### src/rtl/alu_pkg.sv
// Shared opcode constants, opcode classification helpers and FSM state type
// for the shared ALU controller.
package alu_pkg;

  localparam logic [3:0] OPE_ADD  = 4'b0000;
  localparam logic [3:0] OPE_SUB  = 4'b0101;
  localparam logic [3:0] OPE_SLT  = 4'b0110;
  localparam logic [3:0] OPE_AND  = 4'b0001;
  localparam logic [3:0] OPE_SLTU = 4'b0100;
  localparam logic [3:0] OPE_XOR  = 4'b0010;
  localparam logic [3:0] OPE_OR   = 4'b0011;
  localparam logic [3:0] OPE_SLL  = 4'b1001;
  localparam logic [3:0] OPE_SRL  = 4'b1010;
  localparam logic [3:0] OPE_SRA  = 4'b1000;

  typedef enum logic [1:0] {
    IDLE = 2'b00,
    EXEC = 2'b01,
    RESP = 2'b10
  } state_e;

  function automatic logic is_legal_ope(input logic [3:0] ope);
    logic legal;
    case (ope)
      OPE_ADD, OPE_SUB, OPE_SLT, OPE_AND, OPE_SLTU,
      OPE_XOR, OPE_OR, OPE_SLL, OPE_SRL, OPE_SRA: legal = 1'b1;
      default:                                    legal = 1'b0;
    endcase
    return legal;
  endfunction

  function automatic logic is_shift_ope(input logic [3:0] ope);
    return ope[3];
  endfunction

endpackage

### src/rtl/rr_pick.sv
// Combinational round-robin selector: first set request at or after ptr,
// wrapping modulo NREQ.
module rr_pick #(
  parameter int NREQ = 2,
  parameter int PW   = $clog2(NREQ)
) (
  input  logic [NREQ-1:0] req,
  input  logic [PW-1:0]   ptr,
  output logic [NREQ-1:0] grant,
  output logic [PW-1:0]   idx,
  output logic            any
);

  // Scan offsets from ptr outward; the first hit locks out later candidates
  always_comb begin
    logic hit;
    grant = '0;
    idx   = '0;
    any   = 1'b0;
    hit   = 1'b0;
    for (int off = 0; off < NREQ; off++) begin
      for (int k = 0; k < NREQ; k++) begin
        hit      = req[k] && !any && (((int'(ptr) + off) % NREQ) == k);
        grant[k] = grant[k] | hit;
        idx      = hit ? PW'(k) : idx;
        any      = any | hit;
      end
    end
  end

endmodule

### src/rtl/alu_share_ctrl.sv
// Shares one combinational ALU between NREQ requesters: round-robin grant,
// operand capture, one-cycle execute, then a held response until accepted.
module alu_share_ctrl
  import alu_pkg::*;
#(
  parameter int NREQ = 2,
  parameter int DW   = 32
) (
  input  logic              clk_i,
  input  logic              rst_ni,
  input  logic [NREQ-1:0]   req_valid_i,
  output logic [NREQ-1:0]   req_ready_o,
  input  logic [4*NREQ-1:0] req_ope_i,
  input  logic [DW*NREQ-1:0] req_a_i,
  input  logic [DW*NREQ-1:0] req_b_i,
  output logic [NREQ-1:0]   rsp_valid_o,
  input  logic [NREQ-1:0]   rsp_ready_i,
  output logic [DW-1:0]     rsp_data_o,
  output logic              rsp_err_o,
  output logic [DW-1:0]     alu_a_o,
  output logic [DW-1:0]     alu_b_o,
  output logic [3:0]        alu_ope_o,
  output logic              alu_sel_o,
  input  logic [DW-1:0]     alu_c_i,
  output logic              busy_o
);

  localparam int PW = $clog2(NREQ);

  state_e          state_r, state_s;
  logic [PW-1:0]   rr_ptr_r, gnt_idx_s, ptr_nxt_s;
  logic [NREQ-1:0] grant_s, gnt_oh_r, rsp_valid_r;
  logic            any_s, take_s, done_s;
  logic [DW-1:0]   a_r, b_r, data_r, cap_a_s, cap_b_s;
  logic [3:0]      ope_r, cap_ope_s;
  logic            sel_r, err_r;

  rr_pick #(.NREQ(NREQ), .PW(PW)) u_pick (
    .req   (req_valid_i),
    .ptr   (rr_ptr_r),
    .grant (grant_s),
    .idx   (gnt_idx_s),
    .any   (any_s)
  );

  // Select the granted requester's operands with a one-hot AND-OR mux
  always_comb begin
    cap_a_s   = '0;
    cap_b_s   = '0;
    cap_ope_s = 4'b0000;
    for (int k = 0; k < NREQ; k++) begin
      cap_a_s   = cap_a_s   | (req_a_i[k*DW +: DW] & {DW{grant_s[k]}});
      cap_b_s   = cap_b_s   | (req_b_i[k*DW +: DW] & {DW{grant_s[k]}});
      cap_ope_s = cap_ope_s | (req_ope_i[k*4 +: 4] & {4{grant_s[k]}});
    end
  end

  // Pointer advances to the requester after the winner, wrapping at NREQ
  always_comb begin
    if (gnt_idx_s == PW'(NREQ - 1)) begin
      ptr_nxt_s = '0;
    end else begin
      ptr_nxt_s = gnt_idx_s + PW'(1);
    end
  end

  // Next-state logic and handshake strobes
  always_comb begin
    state_s = state_r;
    take_s  = 1'b0;
    done_s  = 1'b0;
    case (state_r)
      IDLE: begin
        take_s  = any_s;
        state_s = any_s ? EXEC : IDLE;
      end
      EXEC: state_s = RESP;
      RESP: begin
        // Only the winner's rsp_ready bit can complete the handshake
        done_s  = |(rsp_ready_i & rsp_valid_r);
        state_s = done_s ? IDLE : RESP;
      end
      default: state_s = IDLE;
    endcase
  end

  // State, capture registers and response registers
  always_ff @(posedge clk_i or negedge rst_ni) begin
    if (!rst_ni) begin
      state_r     <= IDLE;
      rr_ptr_r    <= '0;
      gnt_oh_r    <= '0;
      rsp_valid_r <= '0;
      a_r         <= '0;
      b_r         <= '0;
      ope_r       <= 4'b0000;
      sel_r       <= 1'b0;
      data_r      <= '0;
      err_r       <= 1'b0;
    end else begin
      state_r <= state_s;
      if (take_s) begin
        a_r      <= cap_a_s;
        b_r      <= cap_b_s;
        ope_r    <= cap_ope_s;
        sel_r    <= is_shift_ope(cap_ope_s);
        gnt_oh_r <= grant_s;
        rr_ptr_r <= ptr_nxt_s;
      end
      if (state_r == EXEC) begin
        data_r      <= is_legal_ope(ope_r) ? alu_c_i : '0;
        err_r       <= !is_legal_ope(ope_r);
        rsp_valid_r <= gnt_oh_r;
      end else if (done_s) begin
        rsp_valid_r <= '0;
      end
    end
  end

  // Grant is combinational in IDLE; forced low while reset is held
  always_comb begin
    if ((state_r == IDLE) && rst_ni) begin
      req_ready_o = grant_s;
    end else begin
      req_ready_o = '0;
    end
  end

  assign rsp_valid_o = rsp_valid_r;
  assign rsp_data_o  = data_r;
  assign rsp_err_o   = err_r;
  assign alu_a_o     = a_r;
  assign alu_b_o     = b_r;
  assign alu_ope_o   = ope_r;
  assign alu_sel_o   = sel_r;
  assign busy_o      = (state_r != IDLE);

endmodule
### config.mk
export PLATFORM = sky130hd
export DESIGN_NAME = alu_share_ctrl
export DESIGN_NICKNAME = d
export VERILOG_FILES = /design/src/rtl/alu_pkg.sv /design/src/rtl/rr_pick.sv /design/src/rtl/alu_share_ctrl.sv
export SDC_FILE = /design/constraint.sdc
export NUM_CORES = 1
export LEC_CHECK = 0
export CORE_MARGIN = 2
export CORE_UTILIZATION = 30
export CTS_CLUSTER_DIAMETER = 50
export DETAILED_ROUTE_END_ITERATION = 8
export GPL_TIMING_DRIVEN = 0
export PLACE_DENSITY = 0.81
export SETUP_SLACK_MARGIN = 0.05
export SYNTH_ARGS = -nofsm -noshare
export SYNTH_HDL_FRONTEND = slang
export SYNTH_SLANG_ARGS = --single-unit
### constraint.sdc
create_clock -name clk_i -period 1.5 [get_ports clk_i]
set_input_delay 0.3 -clock clk_i [delete_from_list [all_inputs] [get_ports clk_i]]
set_output_delay 0.3 -clock clk_i [all_outputs]
set_load 0.03 [all_outputs]
==> flow_summary.ini, run 1 <==
[placed_design]
gp_congestion = 0.856
place_inst = 810
numPortBuffers = 280
place_hpwl_mm = 12.3

[global_routing]
grt_overflow_total = 0
global_route_wire_length_before_repair_mm = 25.9
grt_start_max_net_pins = 57
grt_usage_pct = 20.6
first_global_vias = 4899
antenna_violations_before_repair = 0

[yosys]
synth_enable_flop_cells = 0
synth_cell_type_count = 26
synthArstFlopShare_pct = 100
synthesis.yosys.warnings = 0
syn-cell-area_um2 = 4550
synthesis.instances = 345
synthesis.nets = 519
postSynthAreaPerCell_um2 = 13.2
synth.yosys.seq_area_share_pct = 59.5
ys_ff_latch = 108
ys_dominant_reg_cell = sky130_fd_sc_hd__dfrtp_1

[setup_path]
timing.setup.critical_path_class = flip-flop to primary output
timing.rr.start = state_r[1]
critical_path.endpoint_type = primary output
crit_buf_inv = 3
ff2ff_setup_slack_ns = -0.21
worstPathMaxFanout = 3
worst-endpoint-required_ns = 1.20
critical_path.startpoint_type = flip-flop
timing.critical_path.arrival_ns = 1.59
worst_path_largest_cell_delay_ns = 0.40
critPathSlowestCell = sky130_fd_sc_hd__dfrtp_1
timing.critical_path.cells = nand2b_4 > and3_4 > buf_8 > buf_8 > and2_4 > buf_6
worst_r2r_endpoint = alu_ope_o[0]
critical_path.top_delay_family = simple AND/OR/NAND/NOR gates
critPathMostFrequentCell = sky130_fd_sc_hd__buf_8
worst_r2r_path_depth = 8

[sta]
finalHoldViolCount = 54
timing.hold.ws_ns = -0.108
fin_crit_ns = 1.89
final.setup_skew_ns = 0.00697
rsz0062_at_grt = yes
timing.fmax_mhz = 529
layout_setup_ws_ns = -0.392
timing.final.max_slew_violations = 0
slew_headroom_pct = 64.2
final-setup-viol-count = 109
timing_worst_slew_pin_value_ns = 0.536
timing.final.crit_share_pct = 126

[job]
drv.max_cap_violation_count = 0

[pwr]
switching_share_pct = 42.7
finalPower_mw = 18.5
power.switching_mw = 7.92
ir_drop_mv = 0.990
power_frac_comb_pct = 59.3
power_frac_seq_pct = 27.9
leakagePower_nw = 3.68
power.share.clock_pct = 12.8
power_per_cell_area_nw_per_um2 = 2240
internal_power_mw = 10.6

[final_layout]
final_nets = 837
final_cell_count_no_fill = 852
n_antenna_cell = 0
syn_to_final_growth_pct = 81.9
proportion_of_layout_cells_with_a_drive_suffix_above_1_pct = 18.3
nFillCells = 1230

[floorplan]
starting_utilization_of_the_core_area_pct = 31.0
core_area_um2 = 14600
io_pins = 281
design.die.area_um2 = 16200
floorplan.rows = 44
die_boundary_width_um = 127
die_height_um = 127

[cts]
buffer_levels_on_the_longest_clock_path = 2
cts_root_buffer = sky130_fd_sc_hd__clkbuf_16
cts_buffers = 9
h-tree-depth = 3
numClockSinks = 108
worstSkewPairLatency_ns = 0.35
path_clk_slew_ns = 0.07
cts_tree = done

[routing]
route.detailed.drc = 0
num_vias = 4459
initialDrtViolationCount = 195
routed_wire_length_per_instance_um = 19.7
postRouteWirelength_mm = 16.8
vias_per_cell = 5.23
first_pass_drt_iterations = 4
final_antenna_net_count = 0

[worst_hold_path]
hp-class = input pin to asynchronous set/reset pin

[run_status]
status = finished with violations
failing_checks = negative hold slack, negative setup slack
-- timing repair --
item	CTS	global route
resized for setup	206	138
pin swaps	23	3
endpoints found under the hold margin	54	54
cloned	1	3
setup buffers	17	8
endpoints found under the setup margin	211	171
-- cells in the final DEF (no fill, tap or decap), drive strengths merged, types with 2 or more instances in the layout --
master         instances
clkdlybuf4s50        170
dfrtp                108
o21a                  69
a221o                 68
buf                   60
clkdlybuf4s15         57
clkbuf                37
a22o                  33
dlygate4sd2           31
o21ai                  4
nand2                  3
nor2                   3
inv                    3
a21oi                  3
clkinv                 3
and3                   2
and2                   2
o22ai                  2
nand2b                 2
-- logic make-up after synthesis --
| logic type | Yosys count | share of synthesized area, % |
|---|---|---|
| DFF | 108 | 59.5 |
| and+or+nand+nor | 16 | 1.95 |
| AOI/OAI and AO/OA | 182 | 34.4 |
| buffers and inverters | 39 | 4.21 |
-- power groups by stage --
stage / Sequential, mW / Clock, mW / Combinational (mW)
after floorplan: 7.69 / 0 / 3.55
after global placement: 5.18 / 0 / 10.2
after detailed placement: 5.23 / 0 / 10.4
after CTS: 5.15 / 2.45 / 10.5
after global routing: 5.36 / 2.56 / 11.7
final: 5.17 / 2.37 / 11.0
-- worst max-delay path by stage --
stage / from / endpoint / slack [ns] / cells after the start
detailed placement: req_valid_i[0] / req_ready_o[0] / -1.33 / 6
global placement: rst_ni / req_ready_o[1] / -4.33 / 3
CTS: rr_ptr_r / req_ready_o[1] / -0.51 / 7
floorplan: state_r[1] / req_ready_o[1] / -0.07 / 6
global route: rr_ptr_r / req_ready_o[1] / -0.46 / 6
finish: rr_ptr_r / req_ready_o[1] / -0.39 / 6
-- through the flow --
step | worst slack (ns) | utilization [%] | setup TNS [ns] | instance area [um2] | hold slack [ns]
floorplan | -0.0680 | - | -0.118 | 4560 | 0.00441
global placement | -4.33 | 51.9 | -476.24 | 7600 | 0.488
detailed placement | -1.33 | 52.1 | -59.47 | 7620 | 0.402
CTS | -0.512 | 55.4 | -26.10 | 8110 | -0.0915
global route | -0.459 | 56.5 | -15.87 | 8270 | -0.0728
finish | -0.392 | 56.5 | -8.28 | 8270 | -0.108
-- per-layer routing --
metal | up-vias | share of wire (%) | GRT usage (%)
met5 | - | 0 | 0
met4 | 0 | 2.4 | 6.66
met3 | 31 | 8.1 | 7.08
met2 | 232 | 51 | 36.2
met1 | 2181 | 39 | 23.7
li1 | 2015 | - | -
-- cell type report --
type | count | area (um2) | area share [%]
inverter | 1 | 11.3 | 0.136
buffer | 36 | 340 | 4.11
clock inverter | 5 | 42.5 | 0.514
clock buffer | 11 | 253 | 3.06
timing repair buffer | 309 | 2980 | 36.1
sequential | 108 | 2710 | 32.7
multi-input combinational | 198 | 1700 | 20.6
tap | 184 | 230 | 2.78
-- state kept, by name, indices dropped and copies added (netlist names) --
register,cells
rsp_valid_o,2
alu_ope_o,4
rr_ptr_r,1
alu_a_o,32
rsp_data_o,32
rsp_err_o,1
alu_b_o,32
state_r,2
gnt_oh_r,2
-- synth_stat cells, drive strengths merged (3+ instances only) --
| cell | instances | area (um2) |
|---|---|---|
| buf | 19 | 116 |
| a22o | 33 | 289 |
| o21a | 69 | 518 |
| a21oi | 3 | 18.8 |
| nand2 | 3 | 11.3 |
| a221o | 68 | 681 |
| nor2 | 3 | 13.8 |
| o21ai | 4 | 20.0 |
| dfrtp | 108 | 2700 |
| clkbuf | 19 | 71.3 |
(Power assumes the default switching activity.)
==> run 2: changes to the inputs <==
==> constraint.sdc (replaced) <==
create_clock -name clk_i -period 1.5 [get_ports clk_i]
set_input_delay 0.3 -clock clk_i [delete_from_list [all_inputs] [get_ports clk_i]]
set_output_delay 0.3 -clock clk_i [all_outputs]
set_load 0.1 [all_outputs]
==> flow_summary.ini, run 2 (synthesis results as in run 1) <==
[run_status]
status = finished with violations
failing_checks = negative hold slack, negative setup slack

[floorplan]
io_pins = 281
die_height_um = 127
starting_utilization_of_the_core_area_pct = 31.0
die_boundary_width_um = 127
floorplan.rows = 44
core_area_um2 = 14600
design.die.area_um2 = 16200

[setup_path]
critical_path.endpoint_type = primary output
worst_path_largest_cell_delay_ns = 0.43
critical_path.startpoint_type = flip-flop
worst-endpoint-required_ns = 1.20
timing.setup.critical_path_class = flip-flop to primary output
worstPathMaxFanout = 3
timing.critical_path.cells = nor2_4 > and3_4 > buf_8 > buf_8 > and2_4 > buf_12
critPathSlowestCell = sky130_fd_sc_hd__dfrtp_2
crit_start = state_r[1]
timing.critical_path.arrival_ns = 1.62
critPathMostFrequentCell = sky130_fd_sc_hd__buf_8
timing.rr.start = state_r[1]

[final_layout]
mostFrequentLayoutCell = sky130_fd_sc_hd__clkdlybuf4s50_1
syn_to_final_growth_pct = 83.2
nFillCells = 1221
final_nets = 839
area.sequential_um2 = 2720
proportion_of_layout_cells_with_a_drive_suffix_above_1_pct = 31.2
layout.cells.most_common_list = sky130_fd_sc_hd__clkdlybuf4s50_1 (170), sky130_fd_sc_hd__dfrtp_1 (100), sky130_fd_sc_hd__buf_4 (73)
multiInputGateArea_um2 = 1730

[sta]
fin_crit_ns = 1.92
rsz0062_at_grt = yes
timing.final.crit_share_pct = 128
timing.fmax_mhz = 520
final.setup_skew_ns = 0.00842
timing.final.max_slew_violations = 0
layout_setup_ws_ns = -0.424
final-setup-viol-count = 104
timing_worst_slew_pin_value_ns = 0.541
finalHoldViolCount = 54
timing.hold.ws_ns = -0.0949
slew_headroom_pct = 63.9

[cts]
numClockSinks = 108
cts_tree = done
h-tree-depth = 3
buffer_levels_on_the_longest_clock_path = 2
cts_buffers = 9
path_clk_slew_ns = 0.07
worstSkewPairLatency_ns = 0.34
cts_root_buffer = sky130_fd_sc_hd__clkbuf_16

[global_routing]
antenna_violations_before_repair = 2
first_global_vias = 4826
grt_usage_pct = 20.4
grt_start_max_net_pins = 57
grt_overflow_total = 0
global_route_wire_length_before_repair_mm = 26.0

[job]
drv.max_cap_violation_count = 0

[routing]
first_pass_drt_iterations = 4
vias_per_cell = 5.33
postRouteWirelength_mm = 17.0
initialDrtViolationCount = 228
num_vias = 4559
route.detailed.drc = 0
final_antenna_net_count = 0
routed_wire_length_per_instance_um = 19.8

[placed_design]
gp_congestion = 0.816
numPortBuffers = 280
place_hpwl_mm = 12.3

[worst_hold_path]
hp-class = input pin to asynchronous set/reset pin
==> run 2: per-layer routing <==
metal | up-vias | part of all wire (%) | track usage (%)
met4 | 0 | 3.8 | 9.37
met1 | 2237 | 38 | 24.4
met5 | - | 0 | 0
met2 | 247 | 50 | 34.8
li1 | 2030 | - | -
met3 | 45 | 7.4 | 4.94
==> run 2: layout make-up <==
| cell class | count | area share [%] |
|---|---|---|
| antenna | 2 | 0.0601 |
| buffer | 36 | 4.91 |
| clock buffer | 9 | 2.70 |
| clock inverter | 7 | 0.586 |
| inverter | 1 | 0.195 |
| multi-input combinational | 198 | 20.8 |
| sequential | 108 | 32.6 |
| tap | 184 | 2.76 |
| timing repair buffer | 311 | 35.4 |
==> run 2: path summary, 6_finish.rpt <==
check	endpoint	slack (ns)	depth (start not counted)
max reg2reg	alu_b_o[25]	-0.22	8
max in group asynchronous	alu_ope_o[3]	0.92	2
min reg2reg	rsp_data_o[23]	0.51	1
max	req_ready_o[1]	-0.42	6
min	rsp_data_o[18]	-0.09	1
min in group clk_i	gnt_oh_r[1]	0.47	3
==> run 2: critical path: cells and delay by family, from the launching register on <==
| kind | cells | cell delay (ns) |
|---|---|---|
| buffers and inverters | 3 | 0.34 |
| DFF | 1 | 0.43 |
| and+or+nand+nor | 3 | 0.49 |
==> run 2: timing repair <==
item / CTS / global route
resized for setup: 670 / 92
hold endpoints to repair: 54 / 54
cloned: 3 / 3
endpoints found under the setup margin: 208 / 150
pin swaps: 5 / 8
setup buffers: 14 / 11
==> run 2: stage by stage <==
stage | setup TNS [ns] | utilization, % | worst slack [ns] | instance area (um2) | cells
6_report | -19.36 | 56.9 | -0.424 | 8330 | 856
5_1_grt | -25.20 | 56.8 | -0.486 | 8320 | 854
3_5_place_dp | -86.05 | 52.4 | -1.75 | 7680 | 810
4_1_cts | -6.00 | 54.4 | -0.508 | 7960 | 842
2_1_floorplan | -0.386 | - | -0.201 | 4620 | 345
3_3_place_gp | -510.89 | 52.2 | -4.71 | 7650 | 809
Power of run 2 is not shown: default switching activity piles up to over one toggle a cycle in this logic, so the estimate is an artifact.
